### config.mk
export PLATFORM = sky130hd
export DESIGN_NAME = wb_interconnect
export DESIGN_NICKNAME = d
export VERILOG_FILES = /design/src/rtl/wb_pkg.sv /design/src/rtl/wb_rr_arbiter.sv /design/src/rtl/wb_interconnect.sv
export SDC_FILE = /design/constraint.sdc
export NUM_CORES = 1
export LEC_CHECK = 0
export CAP_MARGIN = 20
export CELL_PAD_IN_SITES_DETAIL_PLACEMENT = 1
export CELL_PAD_IN_SITES_GLOBAL_PLACEMENT = 1
export CORE_AREA = 2 2 165 167
export DETAILED_ROUTE_END_ITERATION = 8
export DIE_AREA = 0 0 167 169
export PLACE_DENSITY = 0.72
export SLEW_MARGIN = 10
export SYNTH_ARGS = -nofsm -noshare
export SYNTH_HDL_FRONTEND = slang
export SYNTH_SLANG_ARGS = --single-unit
export TNS_END_PERCENT = 100
### constraint.sdc
create_clock -name clk -period 3.1 [get_ports clk]
set_clock_uncertainty 0.05 [all_clocks]
set_input_delay 0.62 -clock clk [delete_from_list [all_inputs] [get_ports clk]]
set_output_delay 0.62 -clock clk [all_outputs]
set_load 0.05 [all_outputs]
### src/rtl/wb_pkg.sv
// Shared Wishbone interconnect definitions: CTI codes, FSM states and the default
// slave address map.
package wb_pkg;

    localparam logic [2:0] CtiClassic = 3'b000;
    localparam logic [2:0] CtiConst   = 3'b001;
    localparam logic [2:0] CtiIncr    = 3'b010;
    localparam logic [2:0] CtiEnd     = 3'b111;

    typedef enum logic [0:0] {
        StIdle,
        StOwned
    } wb_state_e;

    localparam int unsigned MaxPorts = 8;

    // Slave k sits at k * 64 KiB; only the first NUM_S entries are used.
    localparam logic [MaxPorts-1:0][31:0] DefaultBase = {
        32'h0007_0000, 32'h0006_0000, 32'h0005_0000, 32'h0004_0000,
        32'h0003_0000, 32'h0002_0000, 32'h0001_0000, 32'h0000_0000
    };
    localparam logic [MaxPorts-1:0][31:0] DefaultMask = {MaxPorts{32'hFFFF_0000}};

endpackage

### src/rtl/wb_rr_arbiter.sv
// Combinational round-robin picker: first requester after `last_i`, wrapping.
module wb_rr_arbiter #(
    parameter int unsigned NUM_M = 2,
    parameter int unsigned IdxW  = (NUM_M > 1) ? $clog2(NUM_M) : 1
) (
    input  logic [NUM_M-1:0] req_i,
    input  logic [IdxW-1:0]  last_i,
    output logic [IdxW-1:0]  grant_o,
    output logic             valid_o
);

    int unsigned idx;

    always_comb begin
        grant_o = '0;
        valid_o = 1'b0;
        idx     = 0;
        for (int unsigned i = 1; i <= NUM_M; i++) begin
            idx = (int'(last_i) + i) % NUM_M;
            if (!valid_o && req_i[idx[IdxW-1:0]]) begin
                valid_o = 1'b1;
                grant_o = idx[IdxW-1:0];
            end
        end
    end

endmodule

### src/rtl/wb_interconnect.sv
// Shared-bus Wishbone interconnect: one owner at a time, round-robin arbitration,
// address decode, unmapped-address and timeout bus errors.
module wb_interconnect
    import wb_pkg::*;
#(
    parameter int unsigned               NUM_M   = 2,
    parameter int unsigned               NUM_S   = 2,
    parameter int unsigned               TIMEOUT = 255,
    parameter logic [NUM_S-1:0][31:0]    S_BASE  = DefaultBase[NUM_S-1:0],
    parameter logic [NUM_S-1:0][31:0]    S_MASK  = DefaultMask[NUM_S-1:0]
) (
    input  logic                         clk,
    input  logic                         rst,
    input  logic [NUM_M-1:0]             m_cyc,
    input  logic [NUM_M-1:0]             m_stb,
    input  logic [NUM_M-1:0]             m_we,
    input  logic [NUM_M-1:0][31:0]       m_adr,
    input  logic [NUM_M-1:0][31:0]       m_dat_w,
    input  logic [NUM_M-1:0][2:0]        m_cti,
    output logic [NUM_M-1:0]             m_ack,
    output logic [NUM_M-1:0]             m_err,
    output logic [NUM_M-1:0]             m_rty,
    output logic [NUM_M-1:0][31:0]       m_dat_r,
    output logic [NUM_S-1:0]             s_cyc,
    output logic [NUM_S-1:0]             s_stb,
    output logic [NUM_S-1:0]             s_we,
    output logic [NUM_S-1:0][31:0]       s_adr,
    output logic [NUM_S-1:0][31:0]       s_dat_w,
    output logic [NUM_S-1:0][2:0]        s_cti,
    input  logic [NUM_S-1:0]             s_ack,
    input  logic [NUM_S-1:0]             s_err,
    input  logic [NUM_S-1:0]             s_rty,
    input  logic [NUM_S-1:0][31:0]       s_dat_r
);

    localparam int unsigned MIdxW = (NUM_M > 1) ? $clog2(NUM_M) : 1;
    localparam int unsigned SIdxW = (NUM_S > 1) ? $clog2(NUM_S) : 1;

    wb_state_e        state_q, state_d;
    logic [MIdxW-1:0] grant_q, grant_d;
    logic [MIdxW-1:0] last_q, last_d;
    logic [15:0]      cnt_q, cnt_d;

    logic [MIdxW-1:0] arb_idx;
    logic             arb_valid;
    logic             owned;
    logic             stb_g;
    logic [31:0]      adr_g;
    logic             hit;
    logic [SIdxW-1:0] sel;
    logic             resp;
    logic             timeout;

    wb_rr_arbiter #(
        .NUM_M (NUM_M),
        .IdxW  (MIdxW)
    ) u_arb (
        .req_i   (m_cyc),
        .last_i  (last_q),
        .grant_o (arb_idx),
        .valid_o (arb_valid)
    );

    // Ownership is gated by reset and the live CYC so an abort takes effect this cycle.
    assign owned   = rst && (state_q == StOwned) && m_cyc[grant_q];
    assign stb_g   = m_stb[grant_q];
    assign adr_g   = m_adr[grant_q];
    assign timeout = (cnt_q == 16'(TIMEOUT));

    // Descending scan so the lowest matching index wins.
    always_comb begin
        hit = 1'b0;
        sel = '0;
        for (int i = NUM_S - 1; i >= 0; i--) begin
            if ((adr_g & S_MASK[i]) == S_BASE[i]) begin
                hit = 1'b1;
                sel = SIdxW'(i);
            end
        end
    end

    assign resp = hit && (s_ack[sel] || s_err[sel] || s_rty[sel]);

    always_comb begin
        state_d = state_q;
        grant_d = grant_q;
        last_d  = last_q;
        unique case (state_q)
            StIdle: begin
                if (arb_valid) begin
                    state_d = StOwned;
                    grant_d = arb_idx;
                end
            end
            StOwned: begin
                if (!m_cyc[grant_q]) begin
                    state_d = StIdle;
                    last_d  = grant_q;
                end
            end
            default: state_d = StIdle;
        endcase
    end

    always_comb begin
        cnt_d = '0;
        if (owned && stb_g && hit && !resp && !timeout) begin
            cnt_d = cnt_q + 16'd1;
        end
    end

    always_comb begin
        s_cyc   = '0;
        s_stb   = '0;
        s_we    = '0;
        s_adr   = '0;
        s_dat_w = '0;
        s_cti   = '0;
        m_ack   = '0;
        m_err   = '0;
        m_rty   = '0;
        m_dat_r = '0;
        if (owned) begin
            if (hit) begin
                s_cyc[sel]   = 1'b1;
                s_stb[sel]   = stb_g && !timeout;
                s_we[sel]    = m_we[grant_q];
                s_adr[sel]   = adr_g;
                s_dat_w[sel] = m_dat_w[grant_q];
                s_cti[sel]   = m_cti[grant_q];
                if (timeout) begin
                    m_err[grant_q] = stb_g;
                end else begin
                    m_ack[grant_q]   = s_ack[sel];
                    m_err[grant_q]   = s_err[sel];
                    m_rty[grant_q]   = s_rty[sel];
                    m_dat_r[grant_q] = s_dat_r[sel];
                end
            end else begin
                m_err[grant_q] = stb_g;
            end
        end
    end

    always_ff @(posedge clk) begin
        if (!rst) begin
            state_q <= StIdle;
            grant_q <= '0;
            last_q  <= MIdxW'(NUM_M - 1);
            cnt_q   <= '0;
        end else begin
            state_q <= state_d;
            grant_q <= grant_d;
            last_q  <= last_d;
            cnt_q   <= cnt_d;
        end
    end

endmodule

==> metrics.yaml <==
place:
  place_ws_ns: -0.843
  place_inst: 1189
  port_buffers: 390
  dp_hpwl_um: 18000
  finalWeightedCongestion: 0.771
  place_area_sq_um: 9400
timing:
  fmaxAchievable_mhz: 300
  hold_viol_final: 0
  tightest_slew_ns: 0.718
  slew_headroom_pct: 50.8
  setup_viol: 175
  layout_setup_ws_ns: -0.232
  slew_viol_final: 0
  period_needed_ns: 3.33
  min_period_over_period_pct: 107
  rsz0062_at_grt: "yes"
grt:
  grt-ovfl-total: 0
  grt.total_usage_pct: 16.4
  grt_first_pass_wirelength_um: 35700
  antenna_found_initial: 1
  grt_pass1_vias: 5673
  grt_max_degree: 36
synthesis:
  synthCells: 453
  synth_cell_types: 39
  ys_seq_area_share_pct: 12.5
  yosysTopAreaCell: "mux2i_1"
  yosys_warnings: 0
  synth_seq_cells: 19
  synth.area.top_cells: "mux2i_1 (29%), nor2_1 (22%), dfxtp_1 (12%), buf_4 (8.6%), nor3_2 (3.3%)"
  synth_top_area_share_pct: 28.5
  avgSynthCellArea_sq_um: 6.74
  synth_area_sq_um: 3050
critical_path:
  rrSetupSlack_ns: 0.44
  worst_ep_arrival_time_ns: 2.66
  end_kind: "output port"
  cp-start-kind: "primary input"
  cpMostUsedCell: "buf_12"
  required_ns: 2.43
  path_cells: "buf_8 > nor4_4 > buf_4 > nand3_4 > a2111oi_4 > buf_6 > buf_12 > buf_16 > mux2i_4 > nor2_2 > buf_12"
  worst-path-buf-inv: 6
  crit_family: "buffers and inverters"
  worst_path_largest_cell_delay_ns: 0.37
  critical_path_class: "in -> out"
  crit_fanout: 7
  worst_path_max_delay_cell: "a2111oi_4"
cts:
  worstSkewPairLatency_ns: 0.25
  cts_buffers: 3
  cts_sinks: 19
  clk_pin_slew_worst_paths_ns: 0.05
  ctsHoldBuffers: 0
  clockBufferDepth: 2
  cts_tree: "done"
  root_buffer: "clkbuf_16"
  h-tree-depth: 1
run_status:
  violations: "negative setup slack"
  status: "finished, violations left"
floorplan:
  core.rowCount: 60
  core_sq_um: 26500
  die_w_um: 167
  die_h_um: 169
  io_pins: 422
  initial_core_util_pct: 11.5
  die_area_sq_um: 28200
cells_and_area:
  fillers: 2740
  register_area_sq_um: 384
  finalNonFillerCells: 1231
  flow.area_growth_from_synthesis_pct: 285
  finish.instance_area_sq_um: 11800
  nNetsFinal: 1103
  fin_util_pct: 44.4
  final_layout_size_suffix_gt1_share_pct: 56.9
  multi_input_area_sq_um: 4050
detailed_routing:
  drt_first_pass_iters: 4
  route.vias.total: 5062
  antenna_left: 0
  via_per_inst: 4.11
  drt-total-wl_um: 25700
  drc_errors: 0
  drt_iter0_drc: 95
  wl_per_cell_um: 20.8
power:
  pwr-share-clk_pct: 21.8
  cell_internal_pwr_mw: 0.750
  seqPwrFrac_pct: 21.1
  powerDensity_nw_per_um2: 103
  ir_drop_mv: 0.150
  p_comb_share_pct: 57.1
  switchingPower_mw: 0.458
  netSwitchingFraction_pct: 37.9
  power.leakage_nw: 4.09
worst_hold_path:
  hold_path.class: "reg -> reg"
job:
  maxCapViolations: 0
## cell type report
class                   count  share of cell area [%]
repair buffers            462                    57.8
clock buffers               4                   0.670
well taps                 341                    3.63
inverters                   6                   0.191
multi-input cells         398                    34.4
flip-flops and latches     19                    3.26
diodes                      1                  0.0213
## cell usage in the layout, fill, tap and decap left out, types with 10 or more instances in the layout
| master | count |
|---|---|
| buf_12 | 194 |
| clkdlybuf4s50_1 | 181 |
| nor2_4 | 134 |
| mux2i_1 | 54 |
| conb_1 | 31 |
| mux2i_4 | 29 |
| nor2_2 | 28 |
| buf_4 | 22 |
| buf_6 | 19 |
| dfxtp_1 | 18 |
| nor2_1 | 16 |
| clkbuf_16 | 12 |
| nor3_2 | 11 |
| nand2_1 | 10 |
| buf_16 | 10 |
## stage by stage
| stage | TNS, ns | power [mW] | hold slack, ns |
|---|---|---|---|
| 6_report | -23.80 | 1.21 | 0.496 |
| 5_1_grt | -37.25 | 1.27 | 0.512 |
| 4_1_cts | -19.91 | 1.18 | 0.493 |
| 3_5_place_dp | -129.11 | 0.820 | 0.486 |
| 3_3_place_gp | -127.20 | 0.811 | 0.480 |
| 2_1_floorplan | -27.65 | 0.505 | 0.441 |
## synthesized netlist by cell type, drive strengths merged
cell,n
nand3,10
nor4b,1
xnor2,5
nor3b,1
o211a,2
nor4,8
a211o,1
conb,1
nor2b,1
ha,1
and3,2
mux2i,88
and4,3
nand3b,2
dfxtp,19
a211oi,1
nor3,20
and3b,1
a2111oi,2
a22oi,1
nand2,11
xor2,9
mux2,3
o21ai,3
and2,3
a21boi,1
inv,6
clkbuf,20
buf,40
nand4,6
nor2,178
a21oi,3
## worst paths after layout
kind	startpoint	endpoint	depth (start not counted)
hold reg to reg	cnt_q[0]$_SDFF_PN0_	cnt_q[0]$_SDFF_PN0_	1
hold / removal	cnt_q[0]$_SDFF_PN0_	cnt_q[0]$_SDFF_PN0_	1
setup reg to reg	grant_q$_SDFFE_PN0P_	cnt_q[3]$_SDFF_PN0_	12
setup / recovery	m_adr[52]	m_dat_r[2]	11
## worst reg2reg max path, cell delays in order (launching register included)
cell and delay [ns]:
dfxtp_4 0.38, buf_4 0.21, nand3b_1 0.21, buf_4 0.17, a2111oi_4 0.29, buf_6 0.18
buf_4 0.13, buf_12 0.15, buf_4 0.13, buf_4 0.10, mux2i_2 0.25, buf_12 0.20
nor3_1 0.08
## timing repair
item,4_1_cts,5_1_grt
gates resized for setup,383,96
endpoints found under the setup margin,195,179
pin swaps,52,64
buffers inserted,11,7
gates cloned,10,11
## kinds of logic (layout without fill, tap and decap cells)
family                     count (synthesis)  after routing  synth area share [%]
adders and majority gates                  1              1                 0.410
muxes                                     91             91                  30.1
xor gates and xnor gates                  14             14                  4.02
DFF                                       19             19                  12.5
and+or+nand+nor                          247            247                  36.3
other                                      1             32                 0.123
buffers and inverters                     66            472                  12.8
AOI/OAI and AO/OA                         14             14                  3.85
## state kept, by name, indices dropped and copies added, names as in the netlist
register	flops
last_q	1
state_q	1
grant_q	1
cnt_q	16
## power by group through the flow
stage | clock network (mW) | logic, mW | registers (mW)
2_1_floorplan | 0 | 0.249 | 0.257
3_3_place_gp | 0 | 0.552 | 0.259
3_5_place_dp | 0 | 0.560 | 0.259
4_1_cts | 0.274 | 0.655 | 0.255
5_1_grt | 0.286 | 0.727 | 0.255
6_report | 0.263 | 0.691 | 0.255
## routing by layer
layer / vias up / global-route usage [%] / wire [um]
met4: 0 / 2.89 / 354
met1: 2444 / 18.4 / 9350
met5: - / 0 / 0
li1: 2367 / - / -
met2: 229 / 32.4 / 14700
met3: 22 / 2.90 / 1290
(Power assumes the default switching activity.)
